==> src/rtl/cbus_arbiter_pkg.sv <==
// Local helpers for the CBus arbiter: index sizing and modulo increment that
// stays correct for non-power-of-two master counts.
package cbus_arbiter_pkg;

   function automatic int unsigned idx_w(input int unsigned n);
      return (n < 32'd2) ? 32'd1 : $clog2(n);
   endfunction

   function automatic int unsigned wrap_inc(input int unsigned idx, input int unsigned n);
      return (idx + 32'd1 >= n) ? 32'd0 : idx + 32'd1;
   endfunction

endpackage

==> src/rtl/common_pkg.sv <==
// Shared CBus transaction types used by the bus converters, arbiters and
// memory/AXI bridge ports.
package common;

   typedef struct packed {
      logic        valid;
      logic        is_write;
      logic [2:0]  size;
      logic [31:0] addr;
      logic [3:0]  strobe;
      logic [31:0] data;
      logic [7:0]  len;
   } cbus_req_t;

   typedef struct packed {
      logic        ready;
      logic        last;
      logic [31:0] data;
   } cbus_resp_t;

endpackage

==> src/rtl/cbus_arbiter_rr_select.sv <==
// Round-robin picker: returns the first set bit of valid_i scanning from ptr_i
// upwards with wrap-around. Purely combinational.
module rr_select
   import cbus_arbiter_pkg::*;
#(
   parameter int unsigned N = 2,
   parameter int unsigned W = idx_w(N)
) (
   input  logic [N-1:0] valid_i,
   input  logic [W-1:0] ptr_i,
   output logic         any_o,
   output logic [W-1:0] sel_o
);

   function automatic logic [W-1:0] rot(input logic [W-1:0] base, input int off);
      int s;
      s = int'(base) + off;
      if (s >= int'(N)) begin
         s = s - int'(N);
      end else begin
         s = s;
      end
      return W'(s);
   endfunction

   // Scan from furthest offset down so the closest valid master to ptr wins.
   always_comb begin
      any_o = |valid_i;
      sel_o = ptr_i;
      for (int k = int'(N) - 1; k >= 0; k--) begin
         sel_o = valid_i[rot(ptr_i, k)] ? rot(ptr_i, k) : sel_o;
      end
   end

endmodule

==> src/rtl/cbus_arbiter.sv <==
// Round-robin arbiter multiplexing NUM_INPUTS CBus masters onto one slave port,
// one transaction in flight; the grant is held until the final beat is accepted.
module cbus_arbiter
   import common::*;
   import cbus_arbiter_pkg::*;
#(
   parameter int unsigned NUM_INPUTS = 2
) (
   input  logic       clk,
   input  logic       resetn,
   input  cbus_req_t  ireqs  [NUM_INPUTS],
   output cbus_resp_t iresps [NUM_INPUTS],
   output cbus_req_t  oreq,
   input  cbus_resp_t oresp
);

   localparam int unsigned IDX_W = idx_w(NUM_INPUTS);

   logic                  busy_q, busy_d;
   logic [IDX_W-1:0]      index_q, index_d;
   logic [IDX_W-1:0]      ptr_q, ptr_d;
   logic [NUM_INPUTS-1:0] valid_s;
   logic                  any_s;
   logic [IDX_W-1:0]      sel_s;

   always_comb begin
      valid_s = '0;
      for (int i = 0; i < int'(NUM_INPUTS); i++) begin
         valid_s[i] = ireqs[i].valid;
      end
   end

   rr_select #(
      .N (NUM_INPUTS),
      .W (IDX_W)
   ) u_rr_select (
      .valid_i (valid_s),
      .ptr_i   (ptr_q),
      .any_o   (any_s),
      .sel_o   (sel_s)
   );

   // Request valids only matter while idle; once busy, only ready && last releases.
   always_comb begin
      busy_d  = busy_q;
      index_d = index_q;
      ptr_d   = ptr_q;
      if (!busy_q) begin
         if (any_s) begin
            busy_d  = 1'b1;
            index_d = sel_s;
         end else begin
            busy_d  = 1'b0;
         end
      end else if (oresp.ready && oresp.last) begin
         busy_d = 1'b0;
         ptr_d  = IDX_W'(wrap_inc(32'(index_q), NUM_INPUTS));
      end else begin
         busy_d = 1'b1;
      end
   end

   always_ff @(posedge clk or negedge resetn) begin
      if (!resetn) begin
         busy_q  <= 1'b0;
         index_q <= '0;
         ptr_q   <= '0;
      end else begin
         busy_q  <= busy_d;
         index_q <= index_d;
         ptr_q   <= ptr_d;
      end
   end

   // Pure pass-through muxing; nothing from oresp reaches oreq.
   always_comb begin
      oreq = '0;
      for (int i = 0; i < int'(NUM_INPUTS); i++) begin
         iresps[i] = '0;
         if (busy_q && (index_q == IDX_W'(i))) begin
            oreq      = ireqs[i];
            iresps[i] = oresp;
         end else begin
            iresps[i] = '0;
         end
      end
   end

endmodule

==> config.mk <==
export PLATFORM = sky130hd
export DESIGN_NAME = cbus_arbiter
export DESIGN_NICKNAME = d
export VERILOG_FILES = /design/src/rtl/cbus_arbiter_pkg.sv /design/src/rtl/common_pkg.sv /design/src/rtl/cbus_arbiter_rr_select.sv /design/src/rtl/cbus_arbiter.sv
export SDC_FILE = /design/constraint.sdc
export NUM_CORES = 1
export LEC_CHECK = 0
export CAP_MARGIN = 25
export CORE_AREA = 2 2 135 137
export DETAILED_ROUTE_END_ITERATION = 10
export DIE_AREA = 0 0 137 139
export REMOVE_ABC_BUFFERS = 1
export SETUP_SLACK_MARGIN = 0.3
export SYNTH_ARGS = -nofsm -noshare
export SYNTH_HDL_FRONTEND = slang
export SYNTH_SLANG_ARGS = --single-unit
==> constraint.sdc <==
create_clock -name clk -period 1.4 [get_ports clk]
set_input_delay 0.21 -clock clk [delete_from_list [all_inputs] [get_ports clk]]
set_output_delay 0.21 -clock clk [all_outputs]
set_load 0.05 [all_outputs]
# --- Word-level counts from Yosys, hierarchy flattened ---
# Index checks and enable logic that the tools add are counted.
op_classes:
  addsub: 4
  magnitude_cmp: 5
  mux: 16
  n_bitwise: 2
  reduce_logical: 6
ops:
  columns: ["cell", "count"]
  rows:
  - ["81-bit two-way mux", 2]
  - ["34-bit two-way mux", 2]
  - ["1-bit two-way mux", 12]
  - ["1-bit by 1-bit adder with 2-bit output, second input constant", 2]
  - ["2-bit greater-or-equal comparator, second input constant", 2]
  - ["1-bit by 2-bit less-than comparator with 1-bit output, second input constant", 2]
  - ["2-bit AND reduction", 2]
  - ["1-bit logical AND", 3]
  - ["1-bit by 2-bit greater-or-equal comparator with 1-bit output, second input constant", 1]
  - ["1-bit NOT", 2]
  - ["2-bit OR reduction", 1]
  - ["1-bit subtractor, second input constant", 2]
totals:
  register_bits: 3
  input_bits: 198
  output_inout_bits: 149
  elab_cells: 36

# --- Logic depth before layout (Yosys ltp) ---
logic_depth:
  word_depth: 7
  ltp_mapped: 5
  mapped_depth_nobuf: 2

# --- Hierarchy ---
# Synthesis repeated with hierarchy kept, for this count alone.
unflattened:
  cells_unflattened: 273
  area_unflattened_um2: 2217.1
by_module_without_submodules:
  columns: ["module", "n_inst", "cells_each", "area_per_inst_um2", "seq_area_each_um2"]
  rows:
  - ["cbus_arbiter", 1, 269, 2198.4, 75.1]
  - ["rr_select", 1, 4, 18.8, 0.0]

# --- Worst setup path before layout ---
# No wires, ideal clock.
synth_path:
  kind: "flip-flop to output port"
  from: "reg index_q"
  to: "out oreq[42] in the netlist's numbering"
  arrival_time_ps: 1582
  path_slack_ps: -392
  stages_incl_launch_ff: 6
  n_path_buf: 3
  cell_sequence: "dfrtp_1 buf_4 buf_6 buf_6 mux2i_1 nor2b_1"
synth_rtl:
  columns: ["element", "line", "source"]
  rows:
  - ["from (decl)", "cbus_arbiter.sv:20", "logic [IDX_W-1:0] index_q, index_d;"]
  - ["from (signal assigned)", "cbus_arbiter.sv:70", "index_q <= index_d;"]
  - ["to (decl)", "cbus_arbiter.sv:13", "output cbus_req_t oreq,"]

==> summary.txt <==
Synthesis
  • Cell variety after synth: 17
  • Number of synthesized register bits: 3
  • Post-synthesis cell count: 278
  • Sequential share of the synthesized area: 3.59%
  • Synth Area per Inst: 7.53 um^2
  • Warnings, synthesis: 0
  • Synthesized area: 2090 um^2

Final layout
  • Finished Cell Area: 7960 um^2
  • Commonest non-fill, non-tap cell in the layout: clkdlybuf4s50_1
  • Layout area overhead: 281%
  • Most frequent cells in the layout: 197 x clkdlybuf4s50_1, 152 x buf_12, 80 x mux2i_1
  • Nets: 827
  • Final Util: 45.1%
  • Layout cells sized above 1: 41.6%
  • Fill cell count: 1637

Pwr
  • PD cells: 1250 nW/um^2
  • Worst vdd ir: 0.000593 V
  • Static leakage: 3.45 nW
  • Pwr Total: 0.00995 W

Worst setup path
  • Crit Path Category: reg2out
  • CP max FO: 31
  • Most used cell, CP: buf_12
  • CP startpoint kind: flip-flop
  • R2R Path Start: index_q$_DFFE_PN0P_
  • Worst setup EP type: primary output
  • WP data arrival: 1.57 ns
  • FF-to-FF setup slack: 0.29 ns
  • Crit-path cells: buf_12 > mux2i_1 > nor2b_2 > buf_12
  • Reg2Reg Depth: 3
  • Max stage delay cell, worst path: dfrtp_4
  • WP data required: 1.19 ns
  • Critical register-to-register path endpoint: index_q$_DFFE_PN0P_
  • CP max stage delay: 0.49 ns

Drt
  • Initial DRC count: 78
  • Post-route ant nets: 0
  • Drt via density: 3.80
  • Drc violations: 0
  • Final wirelength: 13.8 mm
  • Drt pass-1 iters: 4
  • Routed vias: 3263
  • Average routed wire per standard cell: 16.1 um

Die
  • Die area: 19000 um^2
  • Die X: 137 um
  • Site Rows: 49
  • CORE AREA: 17700 um^2
  • Initial core utilization: 11.8%
  • Io pins: 347
  • Chip Height: 139 um

Place
  • Pre-CTS WS: -0.142 ns
  • DP Area: 7280 um^2
  • DPL Wire Length: 10.8 mm
  • # port buffers: 346
  • Routability cong.: 0.791

Clocking
  • Root Driver: clkbuf_16
  • Clock Sinks: 3
  • Hold_buf cts: 0
  • Clk_lat worst skew: 0.23 ns
  • CTS Buffer Depth: 2
  • Clk slew on worst S/H paths: 0.03 ns
  • Num CTS Buffers: 3
  • H-tree depth: 1
  • CTS tree: done

Global route
  • Grt met1 use: 13.3%
  • Pin count of the biggest net entering global routing: 41
  • Grt met3 use: 3.47%
  • First-pass GRT wire length: 19.2 mm
  • Total GRT Usage: 13.1%
  • Vias in the first global route: 3228
  • Initial antenna violation count: 1
  • Met2 GRT Util: 25.6%
  • GRT Max-Usage Layer: met2
  • Grt ovf: 0

Timing
  • Max Slew Vio Count: 0
  • Final setup skew: 0.00170 ns
  • Final hold violation count: 0
  • Relative slew slack: 82.9%
  • RSZ-0062 raised after global routing: true
  • Worst-margin pin slew: 0.250 ns
  • Fmax: 562 MHz
  • Setup violations, final: 149
  • PnR worst setup slack: -0.380 ns
  • Period utilization: 127%
  • Tmin final: 1.78 ns

Run status
  • Status: finished, violations left
  • Violations in the final reports: negative setup slack

Hold path
  • Worst hold path type: in2async

Flow run
  • Max Cap Viol: 0
[what timing repair did]
action,CTS,global route
gates cloned,3,5
resized for setup,22,81
endpoints found under the setup margin,151,152
pin swaps,0,8
setup buffers,4,3
[cells in the mapped netlist]
library cell | number | area (um^2)
buf_4 | 7 | 52.6
a2bb2oi_2 | 1 | 15.0
buf_2 | 2 | 10.0
buf_6 | 6 | 67.6
nor2_1 | 5 | 18.8
nand3_1 | 1 | 5.00
clkbuf_2 | 1 | 5.00
nor2b_1 | 84 | 526
nand2_1 | 6 | 22.5
o31a_1 | 1 | 8.76
dfrtp_1 | 3 | 75.1
and2_1 | 29 | 181
buf_8 | 1 | 15.0
inv_1 | 1 | 3.75
mux2i_1 | 82 | 821
and3_1 | 34 | 213
clkbuf_1 | 14 | 52.6
[worst max-delay path by stage]
stage	start	to	cells after the start
global placement	index_q$_DFFE_PN0P_	oreq[61]	4
detailed placement	index_q$_DFFE_PN0P_	oreq[4]	4
CTS	index_q$_DFFE_PN0P_	iresps[10]	4
floorplan	index_q$_DFFE_PN0P_	iresps[39]	2
global route	index_q$_DFFE_PN0P_	oreq[7]	4
finish	index_q$_DFFE_PN0P_	oreq[7]	4
[through the flow]
stage	TNS [ns]	instances	hold WS (ns)
floorplan	-449.82	247	-0.0856
global placement	-8.14	838	0.409
detailed placement	-9.61	838	0.408
CTS	-45.56	849	0.172
global route	-49.68	858	0.178
finish	-41.73	858	0.170
[layout make-up]
class	instances	area, um^2	share of cell area [%]
diodes	1	2.50	0.0314
flip-flops and latches	3	80.1	1.01
multi-input cells	243	2080	26.1
well taps	229	287	3.60
repair buffers	377	5430	68.2
clock buffers	4	78.8	0.990
inverters	1	3.75	0.0471
[layer usage]
metal  routed length, um  part of all wire (%)
met2                7530                    54
met4                 181                   1.3
met3                1410                    10
met5                   0                     0
met1                4710                    34
[power breakdown]
| group | internal (W) | leakage (nW) | switching [W] | total [W] |
|---|---|---|---|---|
| registers | 0.000118 | 0.0320 | 0.0000450 | 0.000163 |
| logic | 0.00465 | 3.38 | 0.00467 | 0.00932 |
| clock network | 0.000376 | 0.0382 | 0.0000858 | 0.000462 |
[logic make-up after synthesis]
family	share of synthesized area [%]
AOI/OAI and AO/OA	1.14
buffers and inverters	9.87
DFF	3.59
muxes	39.2
and+or+nand+nor	46.2
[critical path, delay by kind of cell, from the launching register on]
kind,cells,cell delay [ns]
mux,1,0.31
buf+inv,2,0.40
flops,1,0.49
simple gates,1,0.09
[state kept, by name, indices dropped and copies added (netlist names)]
register / flops
busy_q: 1
index_q: 1
ptr_q: 1
No activity file was read; power rests on OpenSTA's default activity.
